File: src/rtl/inst_sram_fetch.sv
// Instruction-fetch responder. It takes the fetch address from the PC register
// and reads the external base SRAM with WAIT_CYCLES extra read cycles. It then
// hands the instruction and its address to IF/ID. While a fetch is in
// progress, stall_req_o holds the PC register.
//
// state | meaning
// IDLE  | no access; SRAM deselected
// BUSY  | SRAM read in progress; r_cnt counts remaining wait cycles
// DONE  | inst_o/inst_pc_o valid for this one cycle; may accept next fetch
module inst_sram_fetch #(
  parameter int unsigned WAIT_CYCLES = 2,
  parameter int unsigned ADDR_W      = 20
) (
  input  logic              clk,
  input  logic              rst,
  input  logic [31:0]       pc_i,
  input  logic              ce_i,
  input  logic              flush_i,
  output logic [31:0]       inst_o,
  output logic [31:0]       inst_pc_o,
  output logic              inst_valid_o,
  output logic              addr_err_o,
  output logic              stall_req_o,
  output logic [ADDR_W-1:0] sram_addr_o,
  output logic              sram_ce_n_o,
  output logic              sram_oe_n_o,
  output logic              sram_we_n_o,
  output logic [3:0]        sram_be_n_o,
  input  logic [31:0]       sram_data_i
);

  localparam logic [3:0] LP_WAIT = 4'(WAIT_CYCLES);

  typedef enum logic [1:0] {IDLE, BUSY, DONE} state_t;

  state_t      r_state;
  state_t      w_state_nxt;
  logic [3:0]  r_cnt;
  logic [31:0] r_addr_q;
  logic        w_accept;
  logic        w_misaligned;
  logic        w_capture;
  logic        w_stall;

  assign w_misaligned = |pc_i[1:0];

  // Next-state, accept and stall decode; flush outranks everything but rst.
  always_comb begin
    w_state_nxt = r_state;
    w_accept    = 1'b0;
    w_capture   = 1'b0;
    w_stall     = 1'b0;
    case (r_state)
      IDLE, DONE: begin
        if (ce_i && !flush_i) begin
          w_accept    = 1'b1;
          w_stall     = 1'b1;
          w_state_nxt = w_misaligned ? DONE : BUSY;
        end else begin
          w_state_nxt = IDLE;
        end
      end
      BUSY: begin
        if (flush_i) begin
          w_state_nxt = IDLE;
        end else if (r_cnt != 4'd0) begin
          w_stall = 1'b1;
        end else begin
          // Releasing the stall here lets the PC advance on the same edge
          // that captures the data, so the next request is ready in DONE.
          w_capture   = 1'b1;
          w_state_nxt = DONE;
        end
      end
      default: w_state_nxt = IDLE;
    endcase
    if (rst) begin
      w_state_nxt = IDLE;
      w_accept    = 1'b0;
      w_capture   = 1'b0;
      w_stall     = 1'b0;
    end
  end

  assign stall_req_o  = w_stall;
  assign inst_valid_o = (r_state == DONE);
  assign sram_we_n_o  = 1'b1;

  // State register, wait counter and latched fetch address.
  always_ff @(posedge clk) begin
    if (rst) begin
      r_state  <= IDLE;
      r_cnt    <= 4'd0;
      r_addr_q <= 32'd0;
    end else begin
      r_state <= w_state_nxt;
      if (w_accept) begin
        r_addr_q <= pc_i;
        r_cnt    <= LP_WAIT;
      end else if (r_state == BUSY && r_cnt != 4'd0) begin
        r_cnt <= r_cnt - 4'd1;
      end
    end
  end

  // Result registers: an SRAM word on completion, or an error for a misaligned PC.
  always_ff @(posedge clk) begin
    if (rst) begin
      inst_o     <= 32'd0;
      inst_pc_o  <= 32'd0;
      addr_err_o <= 1'b0;
    end else if (w_accept && w_misaligned) begin
      inst_o     <= 32'd0;
      inst_pc_o  <= pc_i;
      addr_err_o <= 1'b1;
    end else if (w_capture) begin
      inst_o     <= sram_data_i;
      inst_pc_o  <= r_addr_q;
      addr_err_o <= 1'b0;
    end
  end

  // SRAM strobes are registered from the next state so they are clean for all of BUSY.
  always_ff @(posedge clk) begin
    if (rst) begin
      sram_addr_o <= '0;
      sram_ce_n_o <= 1'b1;
      sram_oe_n_o <= 1'b1;
      sram_be_n_o <= 4'hF;
    end else begin
      sram_ce_n_o <= (w_state_nxt != BUSY);
      sram_oe_n_o <= (w_state_nxt != BUSY);
      sram_be_n_o <= (w_state_nxt == BUSY) ? 4'h0 : 4'hF;
      if (w_accept && !w_misaligned) begin
        sram_addr_o <= pc_i[ADDR_W+1:2];
      end
    end
  end

endmodule

File: config.mk
export PLATFORM = sky130hd
export DESIGN_NAME = inst_sram_fetch
export DESIGN_NICKNAME = d
export VERILOG_FILES = /design/src/rtl/inst_sram_fetch.sv
export SDC_FILE = /design/constraint.sdc
export NUM_CORES = 1
export LEC_CHECK = 0
export CAP_MARGIN = 20
export CORE_MARGIN = 1
export CORE_UTILIZATION = 46
export CTS_BUF_LIST = sky130_fd_sc_hd__clkbuf_16
export CTS_CLUSTER_SIZE = 16
export DETAILED_ROUTE_END_ITERATION = 8
export PLACE_DENSITY = 0.79
export SLEW_MARGIN = 25
export SYNTH_ARGS = -nofsm -noshare
export SYNTH_HDL_FRONTEND = slang
export SYNTH_SLANG_ARGS = --single-unit
File: constraint.sdc
create_clock -name clk -period 2.5 [get_ports clk]
set_input_delay 0.5 -clock clk [delete_from_list [all_inputs] [get_ports clk]]
set_output_delay 0.5 -clock clk [all_outputs]
set_load 0.1 [all_outputs]
==> results of run 1 <==
synth_stat cells, drive strengths merged, types with 4 or more instances:
master / n / area (um^2)
a21oi: 26 / 130
a22o: 30 / 263
a311oi: 28 / 245
buf: 26 / 168
clkbuf: 36 / 135
dfxtp: 124 / 2480
inv: 8 / 30.0
nand2: 5 / 18.8
nand3: 48 / 240
nor3: 29 / 150
nor3b: 4 / 40.0
o21ai: 54 / 270
o221a: 32 / 360
worst max-delay path by stage:
stage          startpoint               to  slack, ns  depth (start not counted)
2_1_floorplan    r_cnt[0]      stall_req_o       0.03                          7
3_3_place_gp      flush_i        inst_o[0]       0.17                          5
3_5_place_dp      flush_i  sram_addr_o[11]       0.04                          5
4_1_cts          r_cnt[0]      stall_req_o       0.03                          6
5_1_grt          r_cnt[0]      stall_req_o       0.06                          6
6_report         r_cnt[0]      stall_req_o       0.12                          6
through the flow:
stage          utilization  setup slack [ns]  hold slack (ns)  instance area [um^2]
2_1_floorplan            -            0.0287            0.438                  4850
4_1_cts              0.675            0.0318            0.414                  6940
3_3_place_gp         0.617             0.173            0.456                  6340
6_report             0.675             0.116            0.425                  6940
5_1_grt              0.675            0.0581            0.434                  6940
3_5_place_dp         0.617            0.0419            0.454                  6340
where the power goes:
part           switching, mW  internal, mW
registers             0.0370          2.04
logic                  0.483         0.227
clock network          0.942          1.48
worst max-delay path: stages, from the launching register on:
cell and delay, ns:
dfxtp_1 0.32, inv_1 0.07, ha_1 0.19, or3b_1 0.41
a21oi_2 0.23, nor3_4 0.08, buf_12 0.17
area by class of cell:
cell class | count | area, um^2
Tap cell | 136 | 170
Fill cell | 817 | 3340
Multi-Input combinational cell | 294 | 2070
Clock inverter | 15 | 166
Timing Repair Buffer | 184 | 1590
Sequential cell | 124 | 2480
Clock buffer | 17 | 425
Inverter | 8 | 30.0
flip-flops by register name, indices dropped and copies added, names as in the netlist:
signal / cells
inst_o: 32
inst_pc_o: 32
r_addr_q: 32
sram_addr_o: 20
r_cnt: 4
r_state: 2
addr_err_o: 1
sram_be_n_o: 1
logic make-up (layout without fill, tap and decap cells):
logic type / count (synthesis) / count (layout) / share of synthesized area
buffers and inverters: 70 / 224 / 0.0688
and+or+nand+nor: 104 / 104 / 0.122
AOI/OAI and AO/OA: 188 / 188 / 0.293
other: 1 / 1 / 0.000775
DFF: 124 / 124 / 0.513
adders and majority gates: 1 / 1 / 0.00259
per-layer routing:
metal	share of wire	global-route usage	vias up
met1	0.42	0.343	2287
met5	0	0	-
met4	0.016	0.105	0
met3	0.063	0.0568	23
met2	0.50	0.443	208
li1	-	-	2173
==> results.yml, run 1 <==
global_route:
  grtUsageTotal: 0.269
  grt_overflow: 0
  grt_pass1_vias: 4525
  grt_max_degree: 58
  antenna_found_initial: 0
  grt_pass1_wl_um: 23200
sta:
  rsz0062_at_grt: "false"
  drv_slew: 0
  hold_violations: 0
  final.setup.tns_ns: 0
  finClkSkew_ns: 0.0151
  setup_viol: 0
  clock.fmax_ghz: 0.419
  min_period_over_period: 0.954
  slew_headroom: 0.587
  worstMarginPinSlew_ns: 0.619
  period_needed_ns: 2.38
placed_design:
  hpwl_um: 9130
  dp_cells: 746
  portBuffers: 160
  place_congestion: 0.833
final_layout:
  final_common_cell: "dfxtp_1"
  final_cells: 778
  diodes: 0
  final_cell_mix: "dfxtp_1, buf_4, clkdlybuf4s50_1, o21ai_0, nand3_1"
  nets: 698
  drive_gt1_frac: 0.299
  syn_to_final_growth_pct: 43.5
critical_path:
  worstSetupEndpointType: "primary output"
  crit_required_ns: 2.00
  rr_worst_depth: 7
  arrival_ns: 1.88
  crit_type: "register to primary output"
  rr_startpoint: "r_cnt[0]"
  start_kind: "register"
  r2r_end: "inst_o[21]"
  crit_path_max_fanout: 3
  reg2reg_slack_ns: 0.41
die:
  die_h_um: 105
  initial_core_util: 0.471
  die_w_um: 105
  ioPinCount: 162
  fp-row-count: 37
  dieArea_um2: 10900
  coreArea_um2: 10300
synthesis:
  synth_edf_count: 0
  syn_area_um2: 4840
  ys_ff_latch: 124
  async_flop_share: 0
  yosys_warnings: 0
  synth_flop_cell: "dfxtp_1"
  synthCells: 488
  synth_area_per_cell_um2: 9.91
  syn_nets: 557
  synth_cell_types: 42
  synth_seq_area_share: 0.513
routing:
  drc: 1
  wl_um: 14600
  ant_nets: 0
  via_count: 4691
  detail_route.wl_per_cell_um: 18.7
  drt-pass1-iter-count: 7
  via_per_inst: 6.03
  drt_iter0_markers: 319
clocking:
  clock_latency_ns: 0.42
  hold_buffers: 0
  clk_path_buf_depth: 2
  cts_tree: "yes"
  clockRootBuffer: "clkbuf_16"
  path_clk_slew_ns: 0.06
  h-tree-depth: 4
  cts_resized: 0
  cts_buffers: 17
  cts_num_sinks: 124
  cts_post_setup_buffers_inserted: 0
power_and_ir_drop:
  vdd_drop_max_mv: 0.412
  finalPower_mw: 5.21
  leakage_nw: 2.70
  p_per_area_nw_per_um2: 751
min_path:
  hold_depth: 2
  min_to: "r_cnt[1]"
  min_from: "rst"
  hold_path.class: "input port to register"
flow_run:
  maxCapViolCount: 0
run_status:
  violations: "DRC"
  outcome: "complete, but fails checks"
Note: power is estimated with default switching activity, not from simulation.
==> run 2: changes to the inputs <==
- CORE_UTILIZATION: 46 -> 41
- PLACE_DENSITY: 0.79 -> 0.74
- clock period: 2.5 -> 2.1 ns (I/O delays scaled with it)
==> results.yml, run 2 (synthesis gave the netlist of run 1 again) <==
run_status:
  outcome: "complete, but fails checks"
  violations: "setup timing"
routing:
  drt-pass1-iter-count: 5
  wl_met1_um: 6470
  maxUsedRoutingLayer: "met4"
  ant_nets: 0
  drt_iter0_markers: 376
  drc: 0
  via_per_inst: 5.99
  wl_um: 15000
  detail_route.wl_per_cell_um: 18.7
  via_count: 4789
  wl_met2_um: 7170
  wl_met3_um: 986
clocking:
  path_clk_slew_ns: 0.06
  cts_tree: "yes"
  cts_num_sinks: 124
  cts_buffers: 17
  h-tree-depth: 4
  clock_latency_ns: 0.41
  clockRootBuffer: "clkbuf_16"
  clk_path_buf_depth: 2
global_route:
  grt_pass1_wl_um: 24000
  grt_max_degree: 51
  grtUsageTotal: 0.244
  grt_overflow: 0
  grt_pass1_vias: 4688
  antenna_found_initial: 1
critical_path:
  crit_slowest_cell: "or3b_4"
  crit_path_max_fanout: 2
  crit_type: "register to primary output"
  crit_required_ns: 1.68
  critPathMaxStageDelay_ns: 0.40
  start_kind: "register"
  worstPathCellList: "inv_2, ha_4, or3b_4, a21oi_4, nor3_4, buf_12"
  worstSetupEndpointType: "primary output"
  arrival_ns: 1.73
final_layout:
  nets: 711
  top_regs: "inst_o: 32 flops, inst_pc_o: 32 flops, r_addr_q: 32 flops"
  design_area_um2: 7120
  final_cell_mix: "dfxtp_1, buf_4, clkdlybuf4s50_1, o21ai_0, nand3_1"
  drive_gt1_frac: 0.324
  final_common_cell: "dfxtp_1"
  fillers: 903
  syn_to_final_growth_pct: 47.3
sta:
  hold_violations: 0
  final.setup.tns_ns: -0.0491
  drv_slew: 0
  period_needed_ns: 2.15
  setup_slack_ns: -0.0491
  slew_headroom: 0.618
  min_period_over_period: 1.02
  finClkSkew_ns: 0.00793
  rsz0062_at_grt: "true"
  setup_viol: 1
  worstMarginPinSlew_ns: 0.573
  clock.fmax_ghz: 0.465
placed_design:
  hpwl_um: 9850
  dpl-instance-area_um2: 6480
  place_congestion: 0.877
  portBuffers: 160
die:
  initial_core_util: 0.422
  dieArea_um2: 12200
  fp-row-count: 39
  die_w_um: 111
  die_h_um: 111
  ioPinCount: 162
  coreArea_um2: 11500
min_path:
  hold_path.class: "input port to register"
flow_run:
  maxCapViolCount: 0
power_and_ir_drop:
  vdd_drop_max_mv: 0.442
  p_per_area_nw_per_um2: 867
  leakage_nw: 2.77
run 2: path summary, 6_finish.rpt:
| check | startpoint | endpoint | slack [ns] | depth (start not counted) |
|---|---|---|---|---|
| setup / recovery | r_cnt[0] | stall_req_o | -0.05 | 6 |
| hold / removal | rst | inst_pc_o[23] | 0.47 | 3 |
| setup reg to reg | r_cnt[0] | inst_o[23] | 0.15 | 7 |
| hold reg to reg | sram_addr_o[19] | sram_addr_o[19] | 0.47 | 2 |
run 2: timing repair:
item / CTS / global route
gates resized for setup: 8 / 0
setup endpoints to repair: 1 / 1
hold buffers: 0 / 0
pin swaps: 3 / 2
buffers inserted: 3 / 2
run 2: worst max-delay path, delay by kind of cell (launching register included):
kind	cells	cell delay, ns
simple gates	2	0.46
fa+ha+maj	1	0.14
flops	1	0.33
buf+inv	2	0.24
compound gates	1	0.16
run 2: stage by stage:
stage	hold slack (ns)	std cells	setup slack (ns)	total power [mW]	utilization
global placement	0.455	761	-0.0441	3.37	0.565
finish	0.470	799	-0.0491	6.17	0.621
floorplan	0.438	488	-0.151	3.06	-
CTS	0.445	796	-0.0811	6.21	0.620
global route	0.472	799	-0.101	6.38	0.621
detailed placement	0.454	761	-0.117	3.38	0.565
run 2: report_power, final:
| part | leakage (nW) | total, mW | switching [mW] | internal (mW) |
|---|---|---|---|---|
| Combinational | 1.49 | 0.877 | 0.583 | 0.294 |
| Sequential | 1.01 | 2.47 | 0.0445 | 2.43 |
| Clock | 0.271 | 2.83 | 1.08 | 1.74 |
| Total | 2.77 | 6.17 | 1.71 | 4.46 |
run 2: layer usage:
layer,vias to the layer above,GRT usage
li1,2193,-
met1,2333,0.320
met2,234,0.381
met3,29,0.0527
met4,0,0.118
met5,-,0
run 2: area by class of cell:
type                       instances  area (um^2)  share of cell area
antenna                            1         2.50            0.000351
clock inverter                    15          148              0.0207
tap                              143          179              0.0251
multi-input combinational        294         2100               0.295
clock buffer                      17          425              0.0597
timing repair buffer             197         1750               0.246
inverter                           8         30.0             0.00422
sequential                       124         2480               0.349
==> run 3: changes to the inputs <==
- PLACE_DENSITY: 0.74 -> 0.78
==> results.yml, run 3 (synthesis gave the netlist of run 1 again) <==
sta:
  clock.fmax_ghz: 0.469
  setup_slack_ns: -0.0335
  min_period_over_period: 1.02
  rsz0062_at_grt: "true"
  period_needed_ns: 2.13
  drv_slew: 0
  setup_viol: 1
  finClkSkew_ns: 0.00993
  timing.hold.ws_ns: 0.471
  hold_violations: 0
die:
  dieArea_um2: 12200
  initial_core_util: 0.422
  die_w_um: 111
  fp-row-count: 39
  ioPinCount: 162
  coreArea_um2: 11500
  die_h_um: 111
power_and_ir_drop:
  p_per_area_nw_per_um2: 862
  leakage_nw: 2.75
  vdd_drop_max_mv: 0.521
critical_path:
  start_kind: "register"
  crit_path_max_fanout: 3
  worstSetupEndpointType: "primary output"
  arrival_ns: 1.71
  crit_type: "register to primary output"
  crit_required_ns: 1.68
clocking:
  path_clk_slew_ns: 0.06
  cts_tree: "yes"
  hold_buffers: 0
  clock_latency_ns: 0.41
  cts_num_sinks: 124
  clockRootBuffer: "clkbuf_16"
  cts_buffers: 17
  clk_path_buf_depth: 2
  h-tree-depth: 4
global_route:
  grt_pass1_vias: 4651
  antenna_found_initial: 1
  grtUsageTotal: 0.245
  grt_overflow: 0
  grt_max_degree: 47
  grt_pass1_wl_um: 24200
run_status:
  violations: "setup timing"
  outcome: "complete, but fails checks"
routing:
  drt-pass1-iter-count: 5
  drc: 0
  detail_route.wl_per_cell_um: 18.7
  ant_nets: 0
  drt_iter0_markers: 393
  wl_um: 14800
  via_count: 4736
  via_per_inst: 5.96
placed_design:
  hpwl_um: 9860
  dpl-instance-area_um2: 6470
  portBuffers: 160
  place_congestion: 0.782
final_layout:
  final_common_cell: "dfxtp_1"
  design_area_um2: 7100
  final_cell_mix: "dfxtp_1, buf_4, clkdlybuf4s50_1, o21ai_0, nand3_1"
  nets: 707
  top_regs: "inst_o: 32 flops, inst_pc_o: 32 flops, r_addr_q: 32 flops"
  syn_to_final_growth_pct: 46.8
  drive_gt1_frac: 0.321
min_path:
  hold_path.class: "register to register"
flow_run:
  maxCapViolCount: 0
run 3: metrics by stage:
| stage | utilization | instances | setup slack, ns | setup TNS, ns | power (mW) |
|---|---|---|---|---|---|
| after floorplan | - | 488 | -0.151 | -0.151 | 3.06 |
| after global placement | 0.565 | 758 | -0.0667 | -0.536 | 3.37 |
| after detailed placement | 0.565 | 758 | -0.133 | -2.72 | 3.38 |
| after CTS | 0.619 | 794 | -0.0638 | -0.0638 | 6.14 |
| after global routing | 0.619 | 795 | -0.0909 | -0.0909 | 6.30 |
| final | 0.619 | 795 | -0.0335 | -0.0335 | 6.12 |
run 3: per-layer routing:
layer | vias up | global-route usage | routed length, um
met5 | - | 0 | 0
met4 | 0 | 0.103 | 272
met3 | 27 | 0.0626 | 1010
met2 | 226 | 0.385 | 7150
met1 | 2301 | 0.320 | 6410
li1 | 2182 | - | -
run 3: power breakdown:
group	switching (mW)	internal, mW
clock	1.13	1.64
sequential	0.0454	2.43
combinational	0.580	0.296
run 3: area by class of cell:
class | count | area (um^2)
Antenna cell | 1 | 2.50
Multi-Input combinational cell | 294 | 2100
Clock inverter | 15 | 140
Clock buffer | 17 | 425
Timing Repair Buffer | 193 | 1740
Sequential cell | 124 | 2480
Fill cell | 927 | 4370
Inverter | 8 | 30.0
Tap cell | 143 | 179
run 3: what timing repair did:
item	CTS	global route
setup endpoints to repair	1	1
buffers inserted	4	0
resized for setup	8	0
pin swaps	3	1
run 3: final timing paths:
| check | start | to | slack, ns | cells after the start |
|---|---|---|---|---|
| worst min register to register | r_addr_q[21] | r_addr_q[21] | 0.47 | 1 |
| worst min-delay path | r_addr_q[21] | r_addr_q[21] | 0.47 | 1 |
| worst max-delay path | r_cnt[0] | stall_req_o | -0.03 | 6 |
| worst max register to register | r_cnt[0] | inst_pc_o[28] | 0.16 | 7 |
run 3: worst max-delay path, stage by stage, from the launching register on:
cell,delay (ns)
dfxtp_2,0.33
inv_2,0.07
ha_4,0.12
or3b_4,0.39
a21oi_4,0.16
nor3_4,0.06
buf_12,0.16
==> edit 1, RTL diff (settings of run 1) <==
Put one more register stage on the output `addr_err_o`, without a reset. The value now appears one clock later. The other outputs are not delayed to match.
--- a/src/rtl/inst_sram_fetch.sv
+++ b/src/rtl/inst_sram_fetch.sv
@@ -32,6 +32,8 @@
   localparam logic [3:0] LP_WAIT = 4'(WAIT_CYCLES);
 
   typedef enum logic [1:0] {IDLE, BUSY, DONE} state_t;
+
+  logic addr_err_s0;
 
   state_t      r_state;
   state_t      w_state_nxt;
@@ -108,15 +110,15 @@
     if (rst) begin
       inst_o     <= 32'd0;
       inst_pc_o  <= 32'd0;
-      addr_err_o <= 1'b0;
+      addr_err_s0 <= 1'b0;
     end else if (w_accept && w_misaligned) begin
       inst_o     <= 32'd0;
       inst_pc_o  <= pc_i;
-      addr_err_o <= 1'b1;
+      addr_err_s0 <= 1'b1;
     end else if (w_capture) begin
       inst_o     <= sram_data_i;
       inst_pc_o  <= r_addr_q;
-      addr_err_o <= 1'b0;
+      addr_err_s0 <= 1'b0;
     end
   end
 
@@ -137,5 +139,9 @@
     end
   end
 
+  always_ff @(posedge clk) begin
+    addr_err_o <= addr_err_s0;
+  end
+
 endmodule
 
Behaviour: not the same (Yosys sat finds a counterexample within 4 cycles, from zero or initial values and one cycle with rst high).
==> edit 1 against run 1 <==
Sequential cell count increased by 1; non-clock buffer count increased by 2; power increased by 0.26%; combinational power increased by 1%; area after synthesis increased by 0.41%; design area increased by 0.99%; utilization increased by 0.67 points; worst setup slack improved by 0.053 ns; routed wire length decreased by 0.76%; sequential share of layout area decreased by 0.066 points; clock skew decreased by 0.011 ns; fmax increased by 2.3%; critical endpoint unchanged.
==> edit 1: results <==
export IMPL_place_congestion=0.7963
export IMPL_r2r_worst_path_cells=7
export IMPL_num_fill_cells=803
export IMPL_io_buffers=160
export IMPL_max_vdd_ir_drop_mv=0.4923
export IMPL_synthTopCellsByArea="dfxtp_1, o221a_2, a22o_1"
export IMPL_status="complete, no violations"
export IMPL_grt_max_degree=35
export IMPL_first_global_vias=4741
export IMPL_regToRegEndpoint="inst_o[13]$_SDFFE_PP0P_"
export IMPL_routed_wl_um=14460
export IMPL_r2r_slack_ns=0.54
export IMPL_ys_seq_area_share_pct=51.53
export IMPL_slowest_stage="or3b_1"
export IMPL_drive_above_1_share_pct=29.61
export IMPL_cts_made_buffers=17
export IMPL_netlist_top_cells_count="dfxtp_1, o21ai_0, nand3_1"
export IMPL_slowest_delay_ns=0.41
export IMPL_place_hpwl_um=9463
export IMPL_htreeDepth=4
export IMPL_globalRouteTotalUtil_pct=26.87
export IMPL_drt_iter0_markers=332
export IMPL_yosysWarnings=0
export IMPL_insertion_delay_ns=0.40
export IMPL_min_path_type="register to register"
export IMPL_grt_pass1_wl_um=23760
export IMPL_worst_hold_slack_ns=0.3620
export IMPL_dr_pass1_iters=5
export IMPL_syn_num_nets=558
export IMPL_skew_ns=0.004522
export IMPL_critPathArrivalTime_ns=1.83
export IMPL_nets=701
export IMPL_via_per_inst=6.028
export IMPL_power_leakage_nw=2.726
edit 1: cell types whose count changed after synthesis, sizes merged:
cell   before  now
dfxtp     124  125
edit 1: worst min-delay path by stage:
| stage | from | end | depth (start not counted) |
|---|---|---|---|
| floorplan | addr_err_s0$_SDFFE_PP0P_ | addr_err_o$_DFF_P_ | 0 |
| finish | addr_err_s0$_SDFFE_PP0P_ | addr_err_o$_DFF_P_ | 0 |
| CTS | addr_err_s0$_SDFFE_PP0P_ | addr_err_o$_DFF_P_ | 0 |
| global placement | addr_err_s0$_SDFFE_PP0P_ | addr_err_o$_DFF_P_ | 0 |
| detailed placement | addr_err_s0$_SDFFE_PP0P_ | addr_err_o$_DFF_P_ | 0 |
| global route | addr_err_s0$_SDFFE_PP0P_ | addr_err_o$_DFF_P_ | 0 |
edit 1: cell families after synthesis:
kind of cell | share of synthesized area [%]
DFF | 51.53
and+or+nand+nor | 12.11
buffers and inverters | 6.854
other | 0.07723
adders and majority gates | 0.2576
AOI/OAI and AO/OA | 29.17
edit 1: final cells by class:
type / count / area share (%)
clock inverters: 15 / 2.232
flip-flops and latches: 125 / 35.71
well taps: 136 / 2.428
multi-input cells: 294 / 29.64
repair buffers: 186 / 23.50
inverters: 8 / 0.4285
clock buffers: 17 / 6.070
edit 1: power breakdown:
part	internal [mW]	switching [mW]	leakage, nW
clock	1.54	0.867	0.286
combinational	0.233	0.484	1.43
sequential	2.06	0.0364	1.02
edit 1: repair_timing:
action                                  in CTS  in global routing
resized for setup                            0                  1
hold buffers                                 0                  0
endpoints found under the setup margin       0                  1
edit 1: metal layers:
metal | track usage [%] | share of wire, %
met3 | 5.677 | 5.8
met5 | 0 | 0
met1 | 33.10 | 42
met2 | 44.42 | 50
met4 | 13.48 | 2.8
edit 1: per-stage QoR:
step / instances / total power, mW / setup WS [ns] / instance area, um^2 / utilization [%]
finish: 781 / 5.221 / 0.1690 / 7008 / 68.19
global route: 781 / 5.388 / 0.07824 / 7008 / 68.19
CTS: 781 / 5.235 / 0.07600 / 7004 / 68.15
detailed placement: 749 / 2.843 / 0.04912 / 6422 / 62.49
global placement: 749 / 2.829 / 0.1229 / 6422 / 62.49
floorplan: 489 / 2.580 / 0.02872 / 4868 / -
==> edit 2, RTL diff (config.mk and constraints of run 1) <==
Without the edit above. Change the parameter `ADDR_W` from 20 to 28.
--- a/src/rtl/inst_sram_fetch.sv
+++ b/src/rtl/inst_sram_fetch.sv
@@ -9,7 +9,7 @@
 // DONE  | inst_o/inst_pc_o valid for this one cycle; may accept next fetch
 module inst_sram_fetch #(
   parameter int unsigned WAIT_CYCLES = 2,
-  parameter int unsigned ADDR_W      = 20
+  parameter int unsigned ADDR_W      = 28
 ) (
   input  logic              clk,
   input  logic              rst,
Interface: changed (resized sram_addr_o); port bits go from 162 to 170. The function was not compared with the original's and may differ.
==> edit 2 against run 1 <==
Worst setup slack improved by 0.015 ns; design area increased by 5.4%; hold slack improved by 0.046 ns; power increased by 4.8%; critical endpoint unchanged; synthesized cell count increased by 12%; register-to-register slack improved by 0.05 ns; first-iteration DRC count increased by 39%; sequential cell count increased by 8; routed wire length increased by 9.4%; via count increased by 8.2%; clock skew decreased by 0.0049 ns; area after synthesis increased by 7.6%; count of clock-buffer cells in the layout unchanged.
==> edit 2: results <==
export IMPL_yosys_area_share_xor_xnor_pct=0
export IMPL_io_buffers=168
export IMPL_skew_ns=0.01025
export IMPL_grt_pass1_wl_um=24730
export IMPL_fp_coreArea_mm2=0.01094
export IMPL_netlist_top_cells_count="dfxtp_1, o21ai_0, nand3_1"
export IMPL_yosysWarnings=0
export IMPL_place_congestion=0.7797
export IMPL_status="complete, no violations"
export IMPL_cts_made_buffers=17
export IMPL_synth_fa_ha_area_share_pct=0.2406
export IMPL_synthTopCellsByArea="dfxtp_1, o21ai_0, nand3_1"
export IMPL_synthCells=548
export IMPL_clkPwrFrac_pct=45.9
export IMPL_grt_max_degree=65
export IMPL_synthMuxAreaShare_pct=0
export IMPL_synthDistinctLibCells=38
export IMPL_max_vdd_ir_drop_mv=0.5940
export IMPL_r2r_slack_ns=0.46
export IMPL_r2r_worst_path_cells=7
export IMPL_wl_per_cell_um=18.93
export IMPL_netSwitchingFraction_pct=28.69
export IMPL_syn_num_nets=617
export IMPL_placed_cell_area_mm2=0.006721
export IMPL_power_total_mw=5.458
export IMPL_crit_type="register to output pin"
export IMPL_first_global_vias=4853
export IMPL_via_count=5077
export IMPL_clockBufferDepth=2
export IMPL_via_per_inst=6.030
export IMPL_worstPathMaxFanout=3
export IMPL_dr_pass1_iters=6
export IMPL_drt_iter0_markers=444
export IMPL_slowest_delay_ns=0.39
export IMPL_cts_root_buf="clkbuf_16"
export IMPL_finalCriticalPeriod_ns=2.369
export IMPL_tightest_slew_ns=0.5667
export IMPL_reg2reg_from="r_cnt[0]$_SDFFE_PP0P_"
export IMPL_dp_cells=810
export IMPL_comb_power_mw=0.745
export IMPL_drive_above_1_share_pct=23.50
export IMPL_antenna_found_initial=0
export IMPL_async_flop_share_pct=0
export IMPL_htreeDepth=4
export IMPL_critical_path_top_delay_family="simple AND/OR/NAND/NOR gates"
export IMPL_drv_cap=0
export IMPL_synth_compound_area_share_pct=28.53
export IMPL_min_path_type="register to register"
export IMPL_slowest_stage="or3b_1"
export IMPL_nets=758
export IMPL_globalRouteTotalUtil_pct=27.15
export IMPL_pre_cts_ws_ns=0.1507
export IMPL_cts_resized_gates=0
export IMPL_ys_seq_area_share_pct=50.81
export IMPL_tritoncts="yes"
export IMPL_reg_top3="inst_o: 32 flops, inst_pc_o: 32 flops, r_addr_q: 32 flops"
export IMPL_power_leakage_nw=2.755
export IMPL_regToRegEndpoint="inst_o[5]$_SDFFE_PP0P_"
export IMPL_place_hpwl_um=10190
==> edit 2: final cells by class <==
type	instances	area, um^2
inverter	6	22.52
fill	877	3618
clock buffer	17	425.4
timing repair buffer	191	1634
sequential	132	2643
clock inverter	15	170.2
multi-input combinational	341	2247
tap	140	175.2
==> edit 2: cells by family (layout without fill, tap and decap cells) <==
family                   after synthesis  count (layout)
AO/OA/AOI/OAI                        212             212
flip-flops                           132             132
AND/OR/NAND/NOR                      127             127
buffers and inverters                 75             229
adder cells (fa/ha/maj)                1               1
other                                  1               1
==> edit 2: worst min-delay path by stage <==
stage / from / endpoint / slack [ns] / cells past startpoint
6_report: r_addr_q[1]$_SDFFE_PP0P_ / r_addr_q[1]$_SDFFE_PP0P_ / 0.47 / 2
5_1_grt: r_addr_q[1]$_SDFFE_PP0P_ / r_addr_q[1]$_SDFFE_PP0P_ / 0.49 / 2
4_1_cts: r_addr_q[1]$_SDFFE_PP0P_ / r_addr_q[1]$_SDFFE_PP0P_ / 0.47 / 2
3_5_place_dp: r_addr_q[22]$_SDFFE_PP0P_ / r_addr_q[22]$_SDFFE_PP0P_ / 0.46 / 1
3_3_place_gp: r_addr_q[9]$_SDFFE_PP0P_ / r_addr_q[9]$_SDFFE_PP0P_ / 0.46 / 1
2_1_floorplan: r_addr_q[0]$_SDFFE_PP0P_ / r_addr_q[0]$_SDFFE_PP0P_ / 0.44 / 2
==> edit 2: layer usage <==
| layer | up-vias | wire [um] | global-route usage, % |
|---|---|---|---|
| li1 | 2367 | - | - |
| met1 | 2435 | 6850 | 34.01 |
| met2 | 260 | 7565 | 44.90 |
| met3 | 15 | 1353 | 7.535 |
| met4 | 0 | 167 | 9.170 |
| met5 | - | 0 | 0 |
